File: config.mk
export PLATFORM = sky130hd
export DESIGN_NAME = execute_muldiv_unit
export DESIGN_NICKNAME = d
export VERILOG_FILES = /design/src/rtl/execute_muldiv_unit.sv
export SDC_FILE = /design/constraint.sdc
export NUM_CORES = 1
export LEC_CHECK = 0
export CORE_ASPECT_RATIO = 1.5
export CORE_MARGIN = 4
export CORE_UTILIZATION = 55
export DETAILED_ROUTE_END_ITERATION = 16
export DONT_BUFFER_PORTS = 1
export HOLD_SLACK_MARGIN = 0.06
export PLACE_DENSITY = 0.69
export SLEW_MARGIN = 10
export SYNTH_ARGS = -nofsm -noshare
export SYNTH_HDL_FRONTEND = slang
export SYNTH_SLANG_ARGS = --single-unit
File: constraint.sdc
create_clock -name clk -period 2.95 [get_ports clk]
set_input_delay 0.59 -clock clk [delete_from_list [all_inputs] [get_ports clk]]
set_output_delay 0.59 -clock clk [all_outputs]
set_load 0.02 [all_outputs]
File: src/rtl/execute_muldiv_unit.sv
// execute_muldiv_unit: single-cycle ALU plus iterative shift-add multiplier and restoring divider.
// Divider (ops 6-7) exists only when EXECUTE_MULDIV_DIV_EN is defined; otherwise ops 6-7 return 0 in one cycle.
module execute_muldiv_unit #(
    parameter int DATA_WIDTH     = 32,
    parameter int REG_ADDR_WIDTH = 5,
    parameter int OP_WIDTH       = 3
) (
    input  logic                      clk,
    input  logic                      rst_n,
    input  logic                      flush_in,
    input  logic                      in_valid_in,
    output logic                      in_ready_out,
    input  logic [OP_WIDTH-1:0]       op_in,
    input  logic [DATA_WIDTH-1:0]     data_a_in,
    input  logic [DATA_WIDTH-1:0]     data_b_in,
    input  logic [REG_ADDR_WIDTH-1:0] reg_addr_in,
    output logic                      out_valid_out,
    input  logic                      out_ready_in,
    output logic [DATA_WIDTH-1:0]     result_out,
    output logic [REG_ADDR_WIDTH-1:0] reg_addr_out,
    output logic                      busy_out
);
    localparam int W  = DATA_WIDTH;
    localparam int CW = $clog2(W + 1);

`ifdef EXECUTE_MULDIV_DIV_EN
    typedef enum logic [1:0] {IDLE = 2'd0, MUL = 2'd1, DIV = 2'd2, DONE = 2'd3} state_t;
`else
    typedef enum logic [1:0] {IDLE = 2'd0, MUL = 2'd1, DONE = 2'd3} state_t;
`endif

    state_t                    state_q, state_d;
    logic [W-1:0]              hi_q, hi_d, lo_q, lo_d, opd_q, opd_d, res_q, res_d;
    logic [CW-1:0]             cnt_q, cnt_d;
    logic                      sel_q, sel_d, valid_q, valid_d;
    logic [REG_ADDR_WIDTH-1:0] addr_q, addr_d;
    logic                      accept, is_mul, is_div;
    logic [W-1:0]              alu;
    logic [W:0]                mul_sum;
`ifdef EXECUTE_MULDIV_DIV_EN
    logic [W:0]                div_sh;
    logic                      div_ge;
`endif

    assign in_ready_out  = (state_q == IDLE) && (!valid_q || out_ready_in);
    assign busy_out      = state_q != IDLE;
    assign out_valid_out = valid_q;
    assign result_out    = res_q;
    assign reg_addr_out  = addr_q;
    assign accept        = in_valid_in && in_ready_out && !flush_in;
    assign is_mul        = (op_in == OP_WIDTH'(4)) || (op_in == OP_WIDTH'(5));
`ifdef EXECUTE_MULDIV_DIV_EN
    assign is_div        = (op_in == OP_WIDTH'(6)) || (op_in == OP_WIDTH'(7));
    // Shifted partial remainder; a zero divisor always "fits", giving all-ones quotient and remainder = dividend.
    assign div_sh        = {hi_q, lo_q[W-1]};
    assign div_ge        = div_sh >= {1'b0, opd_q};
`else
    assign is_div        = 1'b0;
`endif

    always_comb begin
        alu = (op_in == OP_WIDTH'(0)) ? data_a_in + data_b_in :
              (op_in == OP_WIDTH'(1)) ? data_a_in - data_b_in :
              (op_in == OP_WIDTH'(2)) ? data_a_in & data_b_in :
              (op_in == OP_WIDTH'(3)) ? data_a_in | data_b_in : '0;
        mul_sum = {1'b0, hi_q} + {1'b0, lo_q[0] ? opd_q : '0};
    end

    always_comb begin
        state_d = state_q;
        hi_d    = hi_q;
        lo_d    = lo_q;
        opd_d   = opd_q;
        sel_d   = sel_q;
        cnt_d   = cnt_q;
        res_d   = res_q;
        addr_d  = addr_q;
        valid_d = valid_q && !out_ready_in;
        if (flush_in) begin
            state_d = IDLE;
            valid_d = 1'b0;
            cnt_d   = '0;
        end else begin
            case (state_q)
                IDLE: if (accept) begin
                    addr_d = reg_addr_in;
                    sel_d  = op_in[0];
                    cnt_d  = '0;
                    hi_d   = '0;
                    if (is_mul) begin
                        state_d = MUL;
                        lo_d    = data_b_in;
                        opd_d   = data_a_in;
                    end else if (is_div) begin
`ifdef EXECUTE_MULDIV_DIV_EN
                        state_d = DIV;
`endif
                        lo_d    = data_a_in;
                        opd_d   = data_b_in;
                    end else begin
                        res_d   = alu;
                        valid_d = 1'b1;
                    end
                end
                MUL: begin
                    hi_d    = mul_sum[W:1];
                    lo_d    = {mul_sum[0], lo_q[W-1:1]};
                    cnt_d   = cnt_q + CW'(1);
                    state_d = (cnt_q == CW'(W - 1)) ? DONE : MUL;
                end
`ifdef EXECUTE_MULDIV_DIV_EN
                DIV: begin
                    hi_d    = div_ge ? W'(div_sh - {1'b0, opd_q}) : div_sh[W-1:0];
                    lo_d    = {lo_q[W-2:0], div_ge};
                    cnt_d   = cnt_q + CW'(1);
                    state_d = (cnt_q == CW'(W - 1)) ? DONE : DIV;
                end
`endif
                // hi holds product high half / remainder, lo holds product low half / quotient.
                DONE: begin
                    res_d   = sel_q ? hi_q : lo_q;
                    valid_d = 1'b1;
                    state_d = IDLE;
                end
                default: state_d = IDLE;
            endcase
        end
    end

    always_ff @(posedge clk or negedge rst_n) begin
        if (!rst_n) begin
            state_q <= IDLE;
            hi_q    <= '0;
            lo_q    <= '0;
            opd_q   <= '0;
            sel_q   <= 1'b0;
            cnt_q   <= '0;
            res_q   <= '0;
            addr_q  <= '0;
            valid_q <= 1'b0;
        end else begin
            state_q <= state_d;
            hi_q    <= hi_d;
            lo_q    <= lo_d;
            opd_q   <= opd_d;
            sel_q   <= sel_d;
            cnt_q   <= cnt_d;
            res_q   <= res_d;
            addr_q  <= addr_d;
            valid_q <= valid_d;
        end
    end
endmodule

Word level (Yosys, flattened, before mapping)
Cells that the tools add are included.

word-level totals
  RAM bits = 0
  flip-flop bits (word level) = 143
  memories kept = 0
  word-level logic and storage cells = 77
  ROM bits = 0
  output and inout bits = 40
  bits in latches = 0
  bits of input ports = 77

cells by class
  add/subtract/negate cells = 4
  shifts and indexed selects = 0
  bitwise gates (word level) = 3
  reductions and logical operators = 22
  div/mod/pow operators = 0
  equality and inequality tests = 13
  $lt $le $gt $ge = 0
  $mul = 0
  muxes and demuxes = 26

operators by type and width
  cell                   number
  $mux W32               11
  $pmux W32 S2           3
  $add A32 B32 Y33       1
  $add A32 B32 Y32       1
  $and A32 B32 Y32       1
  $or A32 B32 Y32        1
  $sub A32 B32 Y32       1
  $mux W6                2
  $pmux W6 S2            1
  $reduce_and A4 Y1      3
  $mux W2                4
  $add A6 B1 Y6 const B  1
  $eq A3 B2 Y1 const B   2
  $eq A3 B3 Y1 const B   2
  $eq A6 B5 Y1 const B   1
  $ne A2 B2 Y1 const B   3
  $ne A3 B3 Y1 const B   2
  $reduce_and A3 Y1      2
  $reduce_bool A2 Y1     3
  $logic_and A1 B1 Y1    4
  $pmux W2 S2            1
  $reduce_and A2 Y1      2
  $eq A3 B1 Y1 const B   1
  $logic_not A1 Y1       3
  9 further kinds        12

Longest topological paths before layout
  depth after elaboration = 8
  gate-level depth with buffers = 13
  mapped depth without buffers = 13

Least setup slack after synthesis
OpenSTA, ideal clock, no wires.

  path kind = input to register
  start = in data_a_in[16]
  end = reg res_q[22] (netlist: result_out[22])
  cell stages on the path = 12
  arrival = 3.188 ns
  path buffers = 1
  library setup time = 0.121 ns
  path slack = -0.359 ns
  required time = 2.829 ns
  cell sequence = inv_1 ha_1 buf_2 or3_4 or3_1 a21oi_1 nor3_1 a2111oi_4 mux2i_1 o21ai_1 a221o_1 a22o_1

between the ends
  cells in the longest elaborated chain, start to end = 6
  elaborated cells between the ends (all ways) = 7
  classes of those cells = 2 x add/sub; 5 x mux

RTL lines
  item                  RTL line  source
  from (decl)           14        input logic [DATA_WIDTH-1:0] data_a_in,
  $sub A32 B32 Y32      63        (op_in == OP_WIDTH'(1)) ? data_a_in - data_b_in :
  $mux W32              63
  $mux W32 *            62        alu = (op_in == OP_WIDTH'(0)) ? data_a_in + data_b_in :
  $mux W32 *            90        if (is_mul) begin
  $mux W32 *            85        IDLE: if (accept) begin
  $pmux W32 S2 *        84        case (state_q)
  to (signal assigned)  148       res_q <= res_d;
  to (decl)             33        logic [W-1:0] hi_q, hi_d, lo_q, lo_d, opd_q, opd_d, res_q, res_d;

Mark *: on every way between the ends. The rest lies on a longest branch, timed or not. The select of a mux whose other input is x is not followed.
A chain may end at the register's enable or synchronous reset.

Final worst setup path
  start = reg lo_q[0]
  end = reg hi_q[24]

between the ends
  cells in the longest elaborated chain, start to end = 3

RTL lines
  item                    RTL line  source
  from (decl)             33
  from (signal assigned)  144       lo_q <= lo_d;
  $mux W32                66        mul_sum = {1'b0, hi_q} + {1'b0, lo_q[0] ? opd_q : '0};
  $add A32 B32 Y33        66
  $pmux W32 S2            84
  to (signal assigned)    143       hi_q <= hi_d;
  to (decl)               33

Every way passes these cells.

==> results.yml <==
run_status:
  status: "complete, but fails checks"
  violations: "negative hold slack, negative setup slack"
synth:
  synthMuxAreaShare_pct: 9.65
  synthAdderAreaFrac_pct: 13.0
  synth-main-ff-cell: "dfrtp_1"
  synth_compound_area_share_pct: 25.1
  avgSynthCellArea_um2: 8.18
  synth_simple_gate_area_share_pct: 16.0
  synth-edff-count: 0
  synth_xor_area_share_pct: 2.81
  synth_warnings: 0
  yosysSeqAreaShare_pct: 27.3
  syn_area_um2: 13100
  synth.net_count: 1810
  ys_async_sr_fraction_pct: 100
  ys_ff_latch: 143
  synthCells: 1599
  synth_cell_type_count: 82
  synth_top_family_by_area: "compound AO/OA/AOI/OAI gates"
critical_path:
  cp-start-kind: "register"
  crit_chain: "buf_6 -> and2_4 -> ha_4 -> a21o_1 -> a21o_1 -> a211o_1 -> o311ai_4 -> buf_6 -> a21oi_4 -> o21ai_2 -> a211oi_2 -> or3_1 -> a32o_1"
  critical-path-top-delay-family: "compound AO/OA/AOI/OAI gates"
  required_ns: 3.28
  ff2ff_setup_slack_ns: -0.24
  reg2reg_to: "hi_q[24]$_DFFE_PN0P_"
  crit_buf_inv: 2
  crit_path_start: "lo_q[0]$_DFFE_PN0P_"
  slowest_delay_ns: 0.46
  cp_data_arrival_time_ns: 3.52
  ff2ff_path_depth: 13
  critPathKind: "register to register"
  endpoint: "hi_q[24]$_DFFE_PN0P_"
  cpMaxStageDelayCell: "dfrtp_2"
  rr_startpoint: "lo_q[0]$_DFFE_PN0P_"
  critical_path_peak_fanout: 8
  worstSetupEndpointType: "register"
  cp.depth: 13
final_layout:
  diodes: 0
  fin_util_pct: 69.2
  fill_cells: 1922
  nets: 1975
  syn_to_final_growth_pct: 22.9
  drive_above_1_share_pct: 24.0
  stdcell_area_um2: 16100
pwr:
  power_density_nw_per_um2: 748
  power.total_uw: 12000
  ir_drop_mv: 0.546
  p_leak_uw: 0.00751
sta:
  tightest_slew_ns: 0.628
  slew_headroom_pct: 58.0
  setup-violations-final: 7
  min_period_ns: 3.19
  rsz0062_at_grt: "yes"
  fmax_mhz: 314
  fin_ws_ns: -0.237
  maxSlewViolCount: 0
  hold_violations: 143
  worst_hold_slack_ns: -0.158
  fin_crit_sh_pct: 108
  finClkSkew_ns: 0.0126
route:
  drt-initial-drc-count: 1278
  drtPass1Iterations: 6
  drt-vias-per-instance: 6.35
  routed_wl_mm: 47.8
  dr_total_vias: 13300
  drtAntennaViolNets: 0
  drc_errors: 0
  wire_per_inst_um: 22.8
clock_network:
  clock_latency_ns: 0.45
  path_clk_slew_ns: 0.07
  h-tree-depth: 4
  cts_buffer_depth: 2
  clock-sinks: 143
  cts_buffers: 17
  clockRootBuffer: "clkbuf_16"
  cts_tree: "yes"
floorplan:
  die_x_um: 134
  fp.dieH_um: 197
  start_util_pct: 56.3
  core_area_um2: 23200
  ios: 117
  rows: 68
  die_area_um2: 26400
job:
  cap_violations: 0
global_route:
  grt_pass1_vias: 13200
  overflow: 0
  grt_max_degree: 144
  track_usage_pct: 35.4
  antenna_found_initial: 0
  grt_pass1_wl_mm: 72.9
place:
  place_ws_ns: -0.419
  gp_congestion: 1.00
  hpwl_mm: 35.7
  placed_cell_area_um2: 15000
  portBuffers: 0
worst_hold_path:
  hold_path_class: "input port to async pin"
cell usage after synthesis, types with 12 or more instances:
master	n	area [um^2]
ha_1	131	1640
or2_2	13	81.3
or3_1	13	81.3
inv_1	117	439
xnor2_1	31	272
nand2_1	127	477
a21o_1	30	225
nand3_1	18	90.1
nor2_1	131	492
o21ai_0	105	526
nor2b_1	14	87.6
buf_1	14	52.6
and2_1	37	231
o21bai_1	12	90.1
mux2_2	46	518
o211ai_1	15	113
dfrtp_1	143	3580
nand2b_1	13	81.3
a22oi_1	24	180
nor3_1	30	150
a21oi_1	184	921
a211oi_1	18	135
clkbuf_1	67	251
mux2i_1	71	711
logic make-up (layout without fill, tap and decap cells):
| logic type | Yosys count | count (layout) |
|---|---|---|
| xor gates and xnor gates | 42 | 42 |
| AOI/OAI and AO/OA | 511 | 511 |
| adders and majority gates | 134 | 134 |
| DFF | 143 | 143 |
| buffers and inverters | 208 | 385 |
| muxes | 119 | 119 |
| and+or+nand+nor | 442 | 442 |
power breakdown:
group | switching (uW) | total (uW) | internal (uW) | leakage (uW)
Sequential | 968 | 3680 | 2710 | 0.00176
Combinational | 3180 | 6150 | 2970 | 0.00547
Clock | 964 | 2200 | 1240 | 0.000278
Total | 5110 | 12000 | 6930 | 0.00751
metal layers:
layer	share of wire [%]	vias up	GRT usage (%)	wire, um
met4	6.6	0	21.7	3160
met2	48	640	59.2	22900
met3	7.3	209	6.21	3490
met5	0	-	0	0
met1	38	6385	42.2	18200
li1	-	6045	-	-
placed cells by master, fill, tap and decap left out, drive strengths merged, types with 14 or more instances in the layout:
cell	n
a211oi	18
a21o	30
a21oi	185
a22oi	24
and2	37
buf	235
clkbuf	21
dfrtp	143
ha	131
inv	121
mux2	47
mux2i	71
nand2	127
nand3	18
nor2	132
nor2b	14
nor3	30
o211ai	16
o21ai	109
or3	15
xnor2	31
flip-flops by register name, indices dropped and copies added, names as in the netlist:
name and cells:
result_out 32, out_valid_out 1, sel_q 1, reg_addr_out 5, lo_q 32, state_q 2
opd_q 32, hi_q 32, cnt_q 6
area by class of cell:
cell class	instances	area [um^2]	area share (%)
clock buffers	21	470	2.93
clock inverters	10	105	0.653
inverters	119	462	2.87
multi-input cells	1248	9260	57.6
flip-flops and latches	143	3580	22.3
well taps	315	394	2.45
repair buffers	235	1810	11.2
worst min path at each step:
stage | end | slack, ns
floorplan | cnt_q[0]$_DFFE_PN0P_ | 0.29
global placement | opd_q[9]$_DFFE_PN0P_ | 0.30
CTS | result_out[7]$_DFFE_PN0P_ | -0.18
detailed placement | opd_q[9]$_DFFE_PN0P_ | 0.30
global route | lo_q[1]$_DFFE_PN0P_ | -0.17
finish | hi_q[3]$_DFFE_PN0P_ | -0.16
stage by stage:
stage | TNS (ns) | cells
finish | -0.635 | 2091
global route | -1.89 | 2091
CTS | -0.255 | 2086
detailed placement | -8.71 | 2051
global placement | -7.44 | 2051
floorplan | -0.744 | 1599
what timing repair did:
item,CTS,global route
setup endpoints to repair,13,29
gates cloned,0,0
gates resized for setup,37,59
pin swaps,17,36
buffers inserted,4,8
hold endpoints to repair,143,143
Note: power is estimated with default switching activity, not from simulation.
